===== src/rtl/vga_bounce_gen.sv =====
// rtl/vga_bounce_gen.sv - VGA timing generator with bouncing-box renderer
// Optional bar background via TEST_PATTERN_EN.
module vga_bounce_gen #(
    parameter int H_ACTIVE  = 640,
    parameter int H_FP      = 16,
    parameter int H_SYNC    = 96,
    parameter int H_BP      = 48,
    parameter int V_ACTIVE  = 480,
    parameter int V_FP      = 10,
    parameter int V_SYNC    = 2,
    parameter int V_BP      = 33,
    parameter bit HSYNC_POL = 1'b0,
    parameter bit VSYNC_POL = 1'b0,
    parameter int BOX_W     = 64,
    parameter int BOX_H     = 32,
    parameter int COLOR_W   = 4
) (
    input  logic               clk,
    input  logic               rst_n,
    input  logic               pause,
    input  logic [2:0]         speed,
    input  logic               pattern_sel,
    output logic               hsync,
    output logic               vsync,
    output logic [COLOR_W-1:0] r,
    output logic [COLOR_W-1:0] g,
    output logic [COLOR_W-1:0] b,
    output logic               display_on,
    output logic               frame_start,
    output logic               bounce
);

    localparam int H_TOTAL = H_ACTIVE + H_FP + H_SYNC + H_BP;
    localparam int V_TOTAL = V_ACTIVE + V_FP + V_SYNC + V_BP;
    localparam int HC_W    = $clog2(H_TOTAL);
    localparam int VC_W    = $clog2(V_TOTAL);
    localparam int XW      = $clog2(H_ACTIVE) + 1;
    localparam int YW      = $clog2(V_ACTIVE) + 1;
    localparam int X_MAX   = H_ACTIVE - BOX_W;
    localparam int Y_MAX   = V_ACTIVE - BOX_H;
    localparam int PIX_W   = 3 * COLOR_W;

    generate
        if (BOX_W > H_ACTIVE || BOX_H > V_ACTIVE) begin : g_bad_box
            $error("vga_bounce_gen: box larger than active area");
        end
    endgenerate

    logic [HC_W-1:0] hc;
    logic [VC_W-1:0] vc;
    logic [XW-1:0]   x, x_n;
    logic [YW-1:0]   y, y_n;
    logic            dx, dx_n, dy, dy_n;
    logic [2:0]      ci;
    logic            hit_x, hit_y;
    logic            h_last, v_last, upd, move;
    logic            visible, in_box, hs_act, vs_act;
    logic [PIX_W-1:0] bg, pix;
    int              nx, ny;

    // Channel is all-ones per set bit; index 0 is the mid-grey entry.
    function automatic logic [PIX_W-1:0] palette(input logic [2:0] idx);
        logic [COLOR_W-1:0] mid;
        mid = '0;
        mid[COLOR_W-1] = 1'b1;
        if (idx == 3'd0)
            return {mid, mid, mid};
        return {{COLOR_W{idx[0]}}, {COLOR_W{idx[1]}}, {COLOR_W{idx[2]}}};
    endfunction

    assign h_last = (hc == HC_W'(H_TOTAL - 1));
    assign v_last = (vc == VC_W'(V_TOTAL - 1));
    assign upd    = h_last && v_last;
    assign move   = upd && !pause && (speed != 3'd0);

    always_ff @(posedge clk or negedge rst_n) begin
        if (!rst_n) begin
            hc <= '0;
            vc <= '0;
        end else if (h_last) begin
            hc <= '0;
            vc <= v_last ? '0 : vc + 1'b1;
        end else begin
            hc <= hc + 1'b1;
        end
    end

    assign visible = (int'(hc) < H_ACTIVE) && (int'(vc) < V_ACTIVE);
    assign hs_act  = (int'(hc) >= H_ACTIVE + H_FP) && (int'(hc) < H_ACTIVE + H_FP + H_SYNC);
    assign vs_act  = (int'(vc) >= V_ACTIVE + V_FP) && (int'(vc) < V_ACTIVE + V_FP + V_SYNC);
    assign in_box  = (int'(hc) >= int'(x)) && (int'(hc) < int'(x) + BOX_W) &&
                     (int'(vc) >= int'(y)) && (int'(vc) < int'(y) + BOX_H);

`ifdef TEST_PATTERN_EN
    logic [2:0] bar;
    assign bar = 3'((int'(hc) * 8) / H_ACTIVE);
    assign bg  = pattern_sel ? palette(bar) : '0;
`else
    logic unused_pattern_sel;
    assign unused_pattern_sel = pattern_sel;
    assign bg = '0;
`endif

    assign pix = !visible ? '0 : (in_box ? palette(ci) : bg);

    // Signed int arithmetic so a step past either wall never wraps.
    always_comb begin
        x_n   = x;
        dx_n  = dx;
        hit_x = 1'b0;
        nx    = 0;
        if (move) begin
            nx = dx ? int'(x) + int'(speed) : int'(x) - int'(speed);
            if (dx && nx >= X_MAX) begin
                x_n   = XW'(X_MAX);
                dx_n  = 1'b0;
                hit_x = 1'b1;
            end else if (!dx && nx <= 0) begin
                x_n   = '0;
                dx_n  = 1'b1;
                hit_x = 1'b1;
            end else begin
                x_n = XW'(nx);
            end
        end
    end

    always_comb begin
        y_n   = y;
        dy_n  = dy;
        hit_y = 1'b0;
        ny    = 0;
        if (move) begin
            ny = dy ? int'(y) + int'(speed) : int'(y) - int'(speed);
            if (dy && ny >= Y_MAX) begin
                y_n   = YW'(Y_MAX);
                dy_n  = 1'b0;
                hit_y = 1'b1;
            end else if (!dy && ny <= 0) begin
                y_n   = '0;
                dy_n  = 1'b1;
                hit_y = 1'b1;
            end else begin
                y_n = YW'(ny);
            end
        end
    end

    always_ff @(posedge clk or negedge rst_n) begin
        if (!rst_n) begin
            x      <= '0;
            y      <= '0;
            dx     <= 1'b1;
            dy     <= 1'b1;
            ci     <= 3'd1;
            bounce <= 1'b0;
        end else begin
            x      <= x_n;
            y      <= y_n;
            dx     <= dx_n;
            dy     <= dy_n;
            ci     <= ci + {2'b00, hit_x | hit_y};
            bounce <= hit_x | hit_y;
        end
    end

    always_ff @(posedge clk or negedge rst_n) begin
        if (!rst_n) begin
            hsync       <= ~HSYNC_POL;
            vsync       <= ~VSYNC_POL;
            r           <= '0;
            g           <= '0;
            b           <= '0;
            display_on  <= 1'b0;
            frame_start <= 1'b0;
        end else begin
            hsync       <= hs_act ? HSYNC_POL : ~HSYNC_POL;
            vsync       <= vs_act ? VSYNC_POL : ~VSYNC_POL;
            {r, g, b}   <= pix;
            display_on  <= visible;
            frame_start <= (hc == '0) && (vc == '0);
        end
    end

endmodule


===== config.mk =====
export PLATFORM = sky130hd
export DESIGN_NAME = vga_bounce_gen
export DESIGN_NICKNAME = d
export VERILOG_FILES = /design/src/rtl/vga_bounce_gen.sv
export SDC_FILE = /design/constraint.sdc
export NUM_CORES = 1
export LEC_CHECK = 0
export CAP_MARGIN = 20
export CORE_UTILIZATION = 55
export DETAILED_ROUTE_END_ITERATION = 8
export PLACE_DENSITY = 0.76
export SLEW_MARGIN = 15
export SYNTH_ARGS = -nofsm -noshare
export SYNTH_HDL_FRONTEND = slang
export SYNTH_SLANG_ARGS = --single-unit
export TNS_END_PERCENT = 30

===== constraint.sdc =====
create_clock -name clk -period 4.64 [get_ports clk]
set_clock_uncertainty 0.15 [all_clocks]
set_input_delay 0.928 -clock clk [delete_from_list [all_inputs] [get_ports clk]]
set_output_delay 0.928 -clock clk [all_outputs]
set_load 0.005 [all_outputs]

==> results of run 1 <==
==> sequential cells by signal (all words and copies together), names as in the netlist, 2 cells and up <==
signal  cells
hc         10
y          10
b           2
ci          3
g           2
x          11
r           2
vc         10
==> synthesized netlist by cell type (all sizes together) (5+ instances only) <==
| cell type | number |
|---|---|
| inv | 37 |
| xor2 | 6 |
| o31ai | 7 |
| nor2 | 24 |
| a21o | 8 |
| nor3 | 15 |
| nand2b | 5 |
| nand3 | 16 |
| dfrtp | 52 |
| o211ai | 5 |
| clkbuf | 17 |
| a21oi | 14 |
| nand4 | 11 |
| buf | 10 |
| and3 | 8 |
| ha | 52 |
| or3 | 14 |
| o21a | 10 |
| xnor2 | 24 |
| mux2i | 6 |
| a211oi | 8 |
| a31oi | 5 |
| nor2b | 12 |
| nand2 | 37 |
| o21ai | 32 |
| nor4 | 6 |
| o22ai | 5 |
| dfstp | 5 |
==> cells by family after synthesis <==
kind of cell / synth area share
and+or+nand+nor: 0.208
AOI/OAI and AO/OA: 0.186
buffers and inverters: 0.0589
DFF: 0.315
adders and majority gates: 0.161
xor gates and xnor gates: 0.0578
muxes: 0.0132
==> routing by layer <==
layer	wire [µm]	global-route usage
met1	4970	0.358
met2	4910	0.430
met3	439	0.0427
met4	141	0.103
met5	0	0
==> per-stage QoR <==
stage                     total power, mW  setup slack, ps  hold WS (ps)
after global routing                 1.21              178           384
final                                1.16              368           355
after global placement              0.668             75.5           331
after CTS                            1.17              392           349
after floorplan                     0.622              591           305
after detailed placement            0.674             32.9           340
==> worst max path at each step <==
stage	depth (start not counted)	to
2_1_floorplan	14	ci[2]
3_3_place_gp	16	ci[2]
3_5_place_dp	14	ci[2]
4_1_cts	14	ci[2]
5_1_grt	16	ci[2]
6_report	14	ci[2]
==> layout make-up <==
cell class / count / area [µm²] / share of cell area
Multi-Input combinational cell: 387 / 2850 / 0.556
Sequential cell: 57 / 1430 / 0.279
Timing Repair Buffer: 42 / 365 / 0.0712
Clock buffer: 13 / 179 / 0.0349
Inverter: 37 / 139 / 0.0271
Tap cell: 102 / 128 / 0.0249
Clock inverter: 2 / 35.0 / 0.00683
==> power breakdown <==
part | switching, mW | internal [mW] | total [mW]
sequential | 0.0159 | 0.506 | 0.522
clock | 0.192 | 0.303 | 0.494
combinational | 0.0843 | 0.0612 | 0.146
==> flow_summary_export.csv, run 1 <==
group,metric,value,unit
critical_path,reg2reg_from,"x[0]",
floorplan,num_io_pins,24,
grt,globalRoute.totalOverflow,0,
clock_network,clkTransAtPathRegs,60,ps
critical_path,path_buf_inv,2,
synthesis,synth_flop_cell,"dfrtp_1",
critical_path,timing.reg2reg.setup_slack,1010,ps
run,maxCapViolations,0,
floorplan,die-height,92.9,µm
floorplan,area_of_the_die,8640,µm²
synthesis,synth_top_cell_by_area,"dfrtp_1",
clock_network,cts.hold.buffers_added,0,
critical_path,crit_path_start,"speed[1]",
critical_path,crit_path_frequent_cell,"ha_1",
synthesis,mapped_cell_area,4550,µm²
layout,layout_cells_sized_above_1,0.0948,
sta,min_period_over_period,0.921,
synthesis,synth_async_sr_flop_share,1.00,
worst_hold_path,worstHoldPathCells,1,
placed_design,place_hpwl,7.91,mm
power_and_ir_drop,leakagePower,2.36,nW
critical_path,timing.critical_path.from_type,"input port",
clock_network,cts.sink_count,57,
placed_design,dpl.cell_count,625,
worst_hold_path,worst_hold_path_type,"reg2reg",
clock_network,cts_resized,0,
critical_path,timing_worst_setup_path_type,"in2reg",
critical_path,crit_path_max_incr_delay,560,ps
layout,n_antenna_cell,0,
grt,first_global_vias,3836,
layout,postLayoutCellArea,5130,µm²
synthesis,synth.yosys.seq_area_share,0.315,
synthesis,post_synthesis_net_count,571,
grt,pin_count_of_the_biggest_net_entering_global_routing,58,
floorplan,rows,32,
placed_design,placed_area,4920,µm²
power_and_ir_drop,power.density_cell_area,226,nW/µm²
clock_network,clk_path_buf_depth,2,
floorplan,fp.coreArea,7850,µm²
clock_network,insertion_delay_of_the_later_clocked_pin_in_the_worst_skew_pair,330,ps
layout,layout.cells.most_common_list,"ha_1, dfrtp_1, inv_1",
critical_path,crit_arrival,4330,ps
route,routed_wire_length_per_instance,16.3,µm
synthesis,netlist_instances,508,
power_and_ir_drop,max-vdd-ir-drop,0.136,mV
floorplan,die_width,92.9,µm
critical_path,critical_path.top_delay_family,"compound AO/OA/AOI/OAI gates",
synthesis,synth-edff-count,0,
sta,final_hold_violation_count,0,
synthesis,synth_warnings,0,
worst_hold_path,beginning_of_the_worst_hold_path,"hc[0]",
grt,grt_usage,0.266,
route,vias,3846,
route,final_antenna_net_count,0,
critical_path,rr_endpoint,"ci[2]",
critical_path,crit_chain,"clkdlybuf4s50_1 > inv_1 > ha_1 > nor2b_1 > o311ai_0 > nor3_1 > or3_1 > o311a_1 > o21a_1 > or2_1 > o21a_1 > ha_1 > ha_1 > xor2_1",
layout,layout.filler_cells,649,
sta,worst_pin_slew,860,ps
clock_network,clock_tree.root_cell,"clkbuf_8",
layout,flow.area_growth_from_synthesis,12.8,%
sta,timing.setup.tns,0,ps
grt,grt_antenna_before_repair,0,
clock_network,tritoncts.num_buffers,9,
sta,setup_repair_after_global_routing_missed_its_margin,"false",
route,detail_route.wirelength,10.5,mm
grt,first_pass_grt_wire_length,17.8,mm
sta,setup_viol,0,
critical_path,worst-r2r-cell-count,14,
critical_path,crit_fanout,3,
layout,util_after_layout,0.654,
route,drt_drc_violations_left,0,
clock_network,ctsHtreeMaxLevel,3,
route,firstDrtPassIters,4,
clock_network,post_cts_buffers,0,
sta,relSlewSlack,0.427,
synthesis,synthDominantCellAreaShare,0.286,
placed_design,gp_routability_congestion,0.927,
critical_path,worst_ep_required_time,4700,ps
clock_network,tritoncts_clock_tree,"done",
floorplan,initial_core_util,0.579,
placed_design,io_buffer_count,22,
layout,finalNetCount,597,
layout,stdcell_count,640,
worst_hold_path,worst_hold_path.endpoint,"hc[0]",
route,initialDrtViolationCount,226,
synthesis,ys_types,63,
synthesis,syn-mean-instance-area,8.95,µm²
critical_path,cp-end-kind,"register",
sta,min_period,4270,ps
sta,clock.fmax,0.234,GHz
outcome,result_of_the_run,"complete, no violations",
critical_path,worst_path_max_delay_cell,"o311ai_0",
synthesis,post_synth_main_area_contributors,"dfrtp_1, ha_1, xnor2_1, o21ai_0, inv_1",
sta,final-max-slew-violation-count,0,
route,avgViaCountPerCell,6.01,
synthesis,postSynthRegisterBits,57,
No activity file was read; power rests on OpenSTA's default activity.
==> inputs of run 2 (changes only) <==
Settings changed: PLACE_DENSITY 0.76 to unset, PLACE_DENSITY_LB_ADDON set to 0.15.
==> run 2 against run 1 <==
  * Sequential power hardly changed
  * Register-to-register slack hardly changed
  * Power is 6.0% lower
  * Die area stayed put
  * Critical path type unchanged
  * Worst setup slack worse by 110 ps
  * Flip-flop and latch count stayed put
  * Highest routed layer unchanged
  * Non-clock buffer count is 1 higher
==> flow_summary_export.csv, run 2 (synthesis results as in run 1) <==
group,metric,value,unit
clock_network,post_cts_buffers,0,
critical_path,reg2reg_from,"x[0]",
critical_path,cp-end-kind,"register",
sta,min_period_over_period,0.945,
worst_hold_path,beginning_of_the_worst_hold_path,"hc[0]",
placed_design,worst_slack_placed,27.1,ps
layout,footprint_of_the_flip_flops_and_latches,1430,µm²
sta,timing.setup.tns,0,ps
critical_path,crit_path_max_incr_delay,570,ps
sta,worst_setup_margin,257,ps
floorplan,num_io_pins,24,
layout,layout_cells_sized_above_1,0.0911,
floorplan,die_width,92.9,µm
power_and_ir_drop,power_frac_seq,0.478,
route,firstDrtPassIters,6,
layout,stdcell_count,640,
placed_design,place_hpwl,7.74,mm
clock_network,cts.hold.buffers_added,0,
grt,globalRoute.totalOverflow,0,
critical_path,worst_path_max_delay_cell,"clkdlybuf4s50_1",
route,avgViaCountPerCell,6.09,
power_and_ir_drop,clock_power_share,0.389,
critical_path,worst_ep_required_time,4710,ps
sta,worst_pin_slew,933,ps
clock_network,clk_path_buf_depth,2,
layout,registers.top_by_ff_count,"x",
critical_path,crit_chain,"clkdlybuf4s50_1 > inv_1 > ha_1 > nor2b_1 > o311ai_0 > nor3_1 > or3_1 > o311a_1 > o21a_1 > or2_1 > o21a_1 > ha_1 > ha_1 > xor2_1",
critical_path,timing_worst_setup_path_type,"in2reg",
placed_design,dpl.cell_count,626,
worst_hold_path,worst_hold_path_type,"reg2reg",
sta,clock.fmax,0.228,GHz
floorplan,fp.coreArea,7850,µm²
clock_network,cts.sink_count,57,
layout,n_antenna_cell,0,
power_and_ir_drop,leakagePower,2.34,nW
power_and_ir_drop,max-vdd-ir-drop,0.131,mV
power_and_ir_drop,pwr-share-comb,0.133,
grt,pin_count_of_the_biggest_net_entering_global_routing,58,
route,final_antenna_net_count,0,
route,routed_wire_length_per_instance,16.2,µm
power_and_ir_drop,switching_share,0.267,
critical_path,crit_arrival,4450,ps
sta,relSlewSlack,0.378,
floorplan,area_of_the_die,8640,µm²
grt,grt_antenna_before_repair,0,
critical_path,crit_path_start,"speed[1]",
sta,final-max-slew-violation-count,0,
floorplan,die-height,92.9,µm
critical_path,crit_path_frequent_cell,"ha_1",
route,vias,3896,
clock_network,tritoncts.num_buffers,9,
outcome,result_of_the_run,"complete, no violations",
power_and_ir_drop,power.density_cell_area,214,nW/µm²
layout,layout.cells.most_common_list,"ha_1, dfrtp_1, inv_1",
floorplan,rows,32,
clock_network,cts_resized,0,
route,initialDrtViolationCount,230,
layout,multi_input_comb_area,2850,µm²
run,maxCapViolations,0,
clock_network,ctsHtreeMaxLevel,3,
clock_network,insertion_delay_of_the_later_clocked_pin_in_the_worst_skew_pair,340,ps
clock_network,clock_tree.root_cell,"clkbuf_8",
layout,layout.filler_cells,673,
layout,flow.area_growth_from_synthesis,12.1,%
power_and_ir_drop,internal-power,0.800,mW
sta,final.hold.worst_slack,336,ps
critical_path,timing.critical_path.from_type,"input port",
sta,setup_viol,0,
sta,final_hold_violation_count,0,
sta,min_period,4380,ps
critical_path,crit_fanout,4,
placed_design,io_buffer_count,22,
layout,finalNetCount,598,
floorplan,initial_core_util,0.579,
grt,grt_usage,0.256,
clock_network,tritoncts_clock_tree,"done",
power_and_ir_drop,switching_power,0.292,mW
route,drt_drc_violations_left,0,
sta,setup_repair_after_global_routing_missed_its_margin,"false",
grt,first_global_vias,3618,
layout,largest_register_ffs,11,
grt,first_pass_grt_wire_length,17.3,mm
placed_design,gp_routability_congestion,0.911,
clock_network,clkTransAtPathRegs,70,ps
route,detail_route.wirelength,10.4,mm
==> run 2: cell count changes in the layout (fill, tap and decap cells not counted) <==
cell | previous run | this run
buf_4 | 20 | 21
bufinv_16 | 1 | 0
clkbuf_1 | 0 | 2
clkbuf_8 | 13 | 12
clkinv_2 | 1 | 0
==> run 2: per-stage QoR <==
step | cell area, µm² | power [mW] | util
after floorplan | 4550 | 0.622 | -
after global placement | 4920 | 0.669 | 0.627
after detailed placement | 4920 | 0.674 | 0.627
after CTS | 5100 | 1.10 | 0.649
after global routing | 5100 | 1.14 | 0.649
final | 5100 | 1.09 | 0.649
==> run 2: power by group through the flow <==
stage                     registers, mW  clock network (mW)  logic [mW]
after global routing              0.523               0.454       0.164
after floorplan                   0.522                   0       0.100
after global placement            0.529                   0       0.140
after detailed placement          0.530                   0       0.144
after CTS                         0.521               0.431       0.145
final                             0.522               0.425       0.145
==> run 2: critical path: cells and delay by family <==
kind / cells / cell delay [ps]
simple gates: 4 / 880
buf+inv: 2 / 690
compound gates: 4 / 1090
xor+xnor: 1 / 160
fa+ha+maj: 3 / 690
==> run 2: routing by layer <==
layer,routed length (µm),vias up,track usage
met2,4660,132,0.411
met3,544,21,0.0353
met5,0,-,0
met4,197,0,0.0885
li1,-,1898,-
met1,4990,1845,0.354
==> run 2: worst paths after layout <==
check,to,cells after the start,slack [ps]
worst max-delay path,ci[2],14,260
worst min-delay path,hc[0],1,340
worst max register to register,ci[2],14,1020
worst min register to register,hc[0],1,340
max in group asynchronous,hc[0],2,3260
min in group asynchronous,b[3],2,580
==> run 2: area by class of cell <==
cell class              count  share of cell area
multi-input cells         387               0.560
flip-flops and latches     57               0.281
repair buffers             43              0.0732
clock buffers              14              0.0339
inverters                  37              0.0273
well taps                 102              0.0250
==> RTL change 1, RTL diff (flow settings as in run 2) <==
Set the parameter `HSYNC_POL` to 1'b1 (it was 1'b0).
--- a/src/rtl/vga_bounce_gen.sv
+++ b/src/rtl/vga_bounce_gen.sv
@@ -10,5 +10,5 @@
     parameter int V_SYNC    = 2,
     parameter int V_BP      = 33,
-    parameter bit HSYNC_POL = 1'b0,
+    parameter bit HSYNC_POL = 1'b1,
     parameter bit VSYNC_POL = 1'b0,
     parameter int BOX_W     = 64,
Check against the original RTL: not equivalent (a bounded check fails within 4 cycles, from zero or initial values and one cycle with rst_n low).
==> RTL change 1 against run 2 <==
- sequential cell count is the same
- global-route usage grew 3.2 points
- core utilization shrank 0.30 points
- total power shrank 1.4%
- routed wire length grew 14%
- final area grew 4.7%
- critical endpoint unchanged
- synthesized area grew 3.9%
- sequential share of layout area shrank 1.3 points
- setup slack lost 0.093 ns
- synthesized cell count grew 2.8%
- fmax shrank 2.1%
==> RTL change 1: results (changes against run 2) <==
** Worst hold path
- Worst hold stages :: 1 (unchanged)

** Route
- The post-detailed-routing wire length was 11.80 mm (was 10.39 mm).
- Via count normalized by instance count :: 6.140 (was 6.088)
- Overall via count from detail_route :: 4089 (was 3896)
- The number of iterations in the first detailed-routing pass is 4 (was 6).
- DRC violation total after the first TritonRoute iteration :: 228 (was 230)

** Critical path
- The arrival time at the worst endpoint is 4.55 ns (was 4.45 ns).
- The depth of the worst register-to-register path came to 16 (was 14).
- CP Max Fanout :: 5 (was 4)
- Worst flop-to-flop path startpoint :: y[0] (was x[0])
- Worst reg2reg setup slack :: 0.85 ns (was 1.02 ns)

** Clock network
- The CTS root buffer was clkbuf_8 (unchanged).
- The H-tree depth came to 3 (unchanged).
- Buffer levels on the longest clock path :: 2 (unchanged)
- Insertion delay of the later-clocked pin in the worst-skew pair :: 0.36 ns (was 0.34 ns)

** Synthesis
- Commonest cells post-synth: dfrtp_1, ha_1, nor2_1 (was dfrtp_1, ha_1, inv_1).
- The per-instance average area after synthesis was 9.053 um2 (was 8.951 um2).
- Net Count, Synth :: 585 (was 571)
- Top post-synthesis cells by area :: dfrtp_1, ha_1, xnor2_1, nor2_1, nand2_1 (was dfrtp_1, ha_1, xnor2_1, o21ai_0, inv_1)
- Sequential cell area fraction in the yosys report :: 30.29% (was 31.51%)
- The distinct cell type count after synthesis came to 76 (was 63).

** Timing
- Final-layout worst hold slack :: 0.3401 ns (was 0.3358 ns)
- Slew HR :: 43.56% (was 37.77%)

** GRT
- The global routing usage summed across all routing layers came to 28.85% (was 25.63%).
- Number of global-route vias before repair :: 3971 (was 3618)
- The wire length of the first global-routing pass is 19.79 mm (was 17.28 mm).

** Place
- Routability-driven placement congestion ratio :: 0.8993 (was 0.9105)
- Detailed placer's ending HPWL :: 8.667 mm (was 7.743 mm)
- Placed Cells incl. Taps :: 650 (was 626)
- The placed cell area was 5159 um2 (was 4923 um2).
- Post-placement setup slack :: -0.1731 ns (was 0.02708 ns)

** Outcome
- Run status :: complete, no violations (unchanged)

** Layout
- Fraction of layout cells with a size suffix above 1 :: 13.01% (was 9.108%)
- Layout Nets :: 619 (was 598)
- Count of inserted antenna diode cells :: 0 (unchanged)

** Pwr
- The cell leakage power came to 0.002411 uW (was 0.002338 uW).
- The maximum ir drop on the vdd rail was 154.6 uV (was 131.3 uV).
-- RTL change 1: cell types whose count changed in the layout (fill, tap and decap cells not counted), sizes merged, moves of 8 or more --
cell	before	now
buf	22	31
nor2	24	37
o21ai	32	24
or3	14	5
-- RTL change 1: where the power goes --
part / internal (uW) / total (uW) / switching [uW]
registers: 502 / 510 / 8.72
logic: 53.6 / 122 / 68.1
clock network: 197 / 444 / 248
-- RTL change 1: cells by family after synthesis --
group                    Yosys count  share of synthesized area (%)
AO/OA/AOI/OAI                    134                          20.97
XOR/XNOR                          31                          5.745
adder cells (fa/ha/maj)           56                          15.46
buffers and inverters             64                          5.851
flip-flops                        57                          30.29
multiplexers                       6                          1.324
AND/OR/NAND/NOR                  174                          20.36
-- RTL change 1: how the worst max path moves through the flow --
stage / to / start / slack, ns / depth (start not counted)
detailed placement: ci[2] / speed[0] / -0.17 / 16
global placement: ci[2] / speed[0] / -0.05 / 16
CTS: ci[2] / speed[0] / 0.19 / 16
global route: ci[2] / speed[0] / 0.01 / 17
floorplan: ci[2] / speed[0] / 0.61 / 13
finish: ci[2] / speed[0] / 0.16 / 16
-- RTL change 1: layout make-up --
type	instances	area (um2)
Inverter	35	131.4
Clock inverter	7	53.80
Timing Repair Buffer	52	440.4
Fill cell	687	2920
Tap cell	105	131.4
Sequential cell	57	1431
Clock buffer	9	123.9
Multi-Input combinational cell	401	3025
-- RTL change 1: repair_timing --
| item | in CTS | in global routing |
|---|---|---|
| gates resized for setup | 0 | 1 |
| buffers inserted | 0 | 0 |
| endpoints found under the setup margin | 0 | 1 |
-- RTL change 1: metal layers --
metal  vias up  share of wire, %  track usage (%)
met5         -                 0                0
met4         0               2.2            10.35
met3        24               3.9            4.509
met2        96                48            48.08
met1      1984                46            37.77
li1       1985                 -                -
==> RTL change 2, RTL diff (config.mk and constraints of run 2) <==
Made on the original files. Reset style: synchronous (`rst_n`), changed in 3 clocked blocks.
--- a/src/rtl/vga_bounce_gen.sv
+++ b/src/rtl/vga_bounce_gen.sv
@@ -74,5 +74,5 @@
     assign move   = upd && !pause && (speed != 3'd0);
 
-    always_ff @(posedge clk or negedge rst_n) begin
+    always_ff @(posedge clk) begin
         if (!rst_n) begin
             hc <= '0;
@@ -147,5 +147,5 @@
     end
 
-    always_ff @(posedge clk or negedge rst_n) begin
+    always_ff @(posedge clk) begin
         if (!rst_n) begin
             x      <= '0;
@@ -165,5 +165,5 @@
     end
 
-    always_ff @(posedge clk or negedge rst_n) begin
+    always_ff @(posedge clk) begin
         if (!rst_n) begin
             hsync       <= ~HSYNC_POL;
Behaviour: differs if rst_n is asserted again (counterexample within 4 cycles, from zero or initial values and one cycle with rst_n low); with rst_n held inactive, the same outputs for 10 cycles.
==> RTL change 2 against run 2 <==
- routed wire length up 1.0%
- combinational power down 50%
- final area down 2.6%
- setup slack improved by 0.068 ns
- total power is 8.9% higher
- highest routed layer unchanged
- synthesized area is 3.8% lower
- largest power group is now clock
- via count rose by 3.4%
- sequential cell count unchanged
- fmax up 1.6%
==> RTL change 2: results (changes against run 2) <==
** Synthesis
- The share of async-settable or async-resettable flops after synthesis was 0% (was 100.0%).
- Adder-cell share of the synthesized area :: 16.71% (was 16.07%)
- Share of the synthesized area in the top cell type :: 26.09% (was 28.62%)
- The sequential element share of the synthesized area was 26.09% (was 31.51%).
- Net Count, Synth :: 596 (was 571)
- Commonest cells post-synth :: dfxtp_1, ha_1, nor2_1 (was dfrtp_1, ha_1, inv_1)
- Top post-synthesis cells by area :: dfxtp_1, ha_1, xnor2_1, nor2_1, inv_1 (was dfrtp_1, ha_1, xnor2_1, o21ai_0, inv_1)
- Compound-gate portion of the synthesized area :: 17.31% (was 18.63%)

** GRT
- First-pass GRT wire length :: 17.77 mm (was 17.28 mm)
- The largest net degree at the start of global routing was 30 (was 58).
- The via count of the first global-routing pass was 3771 (was 3618).

** Worst hold path
- The hold path startpoint is hc[0] (unchanged).
- The hold-critical path depth is 1 (unchanged).
- The sink of the worst hold path is hc[0] (unchanged).

** Route
- Overall via count from detail_route :: 4029 (was 3896)
- Total routed wirelength :: 10.50 mm (was 10.39 mm)

** Critical path
- Depth of the most critical reg-to-reg path :: 15 (was 14)
- The slack of the worst reg-to-reg path came to 0.97 ns (was 1.02 ns).
- The arrival time at the worst endpoint was 4.41 ns (was 4.45 ns).
- Capture point of the worst reg-to-reg path :: ci[1] (was ci[2])

** Pwr
- The cell leakage power is 0.001903 uW (was 0.002338 uW).
- The maximum ir drop on the vdd rail came to 162.7 uV (was 131.3 uV).

** Layout
- Number of inserted filler cells in the final layout :: 670 (was 673)
- Layout Nets :: 618 (was 598)

** Outcome
- Run status: complete, no violations (unchanged).
==> RTL change 2: changes by cell type in the layout (fill, tap and decap cells not counted), sizes merged, moves of 8 or more <==
cell   before  now
nand3      16   25
or4         3   12
dfxtp       0   57
nor2       24   43
dfrtp      52    0
or3        14    6
a21o        8    0
==> RTL change 2: per-stage QoR <==
stage                     std cells  hold WS (ns)  cell area (um2)  worst slack, ns
after global routing            662        0.3660             4965          0.04930
after detailed placement        646        0.3323             4702          0.03704
after CTS                       662        0.3445             4965           0.3699
after floorplan                 533        0.2909             4373           0.7003
after global placement          646        0.3097             4702          0.06189
final                           662        0.3399             4965           0.3253
==> RTL change 2: logic make-up after synthesis <==
logic type / after synthesis
compound gates: 111
xor+xnor: 35
fa+ha+maj: 56
buf+inv: 66
flops: 57
mux: 3
simple gates: 205
==> RTL change 2: routing by layer <==
layer / global-route usage (%) / routed length, um / share of wire [%]
met2: 43.94 / 4773 / 45
met4: 10.32 / 177 / 1.7
met5: 0 / 0 / 0
met1: 35.75 / 5011 / 48
met3: 3.601 / 533 / 5.1
==> RTL change 2: final cells by class <==
type / instances / area share, %
clock buffers: 12 / 3.327
clock inverters: 4 / 1.966
inverters: 40 / 3.024
multi-input cells: 410 / 59.43
flip-flops and latches: 57 / 22.98
well taps: 102 / 2.571
repair buffers: 37 / 6.704
==> RTL change 2: worst max-delay path by stage <==
stage,end,cells past startpoint,from,slack (ns)
2_1_floorplan,ci[1],14,speed[0],0.70
3_3_place_gp,ci[2],15,speed[2],0.06
3_5_place_dp,ci[1],15,speed[0],0.04
4_1_cts,ci[1],15,speed[0],0.37
5_1_grt,ci[2],17,speed[0],0.05
6_report,ci[1],15,speed[0],0.33
==> RTL change 2: power breakdown <==
part / leakage (uW) / internal (uW) / switching, uW
clock: 0.000129 / 401 / 216
sequential: 0.000461 / 495 / 4.87
combinational: 0.00131 / 35.9 / 37.0
total: 0.00190 / 931 / 258
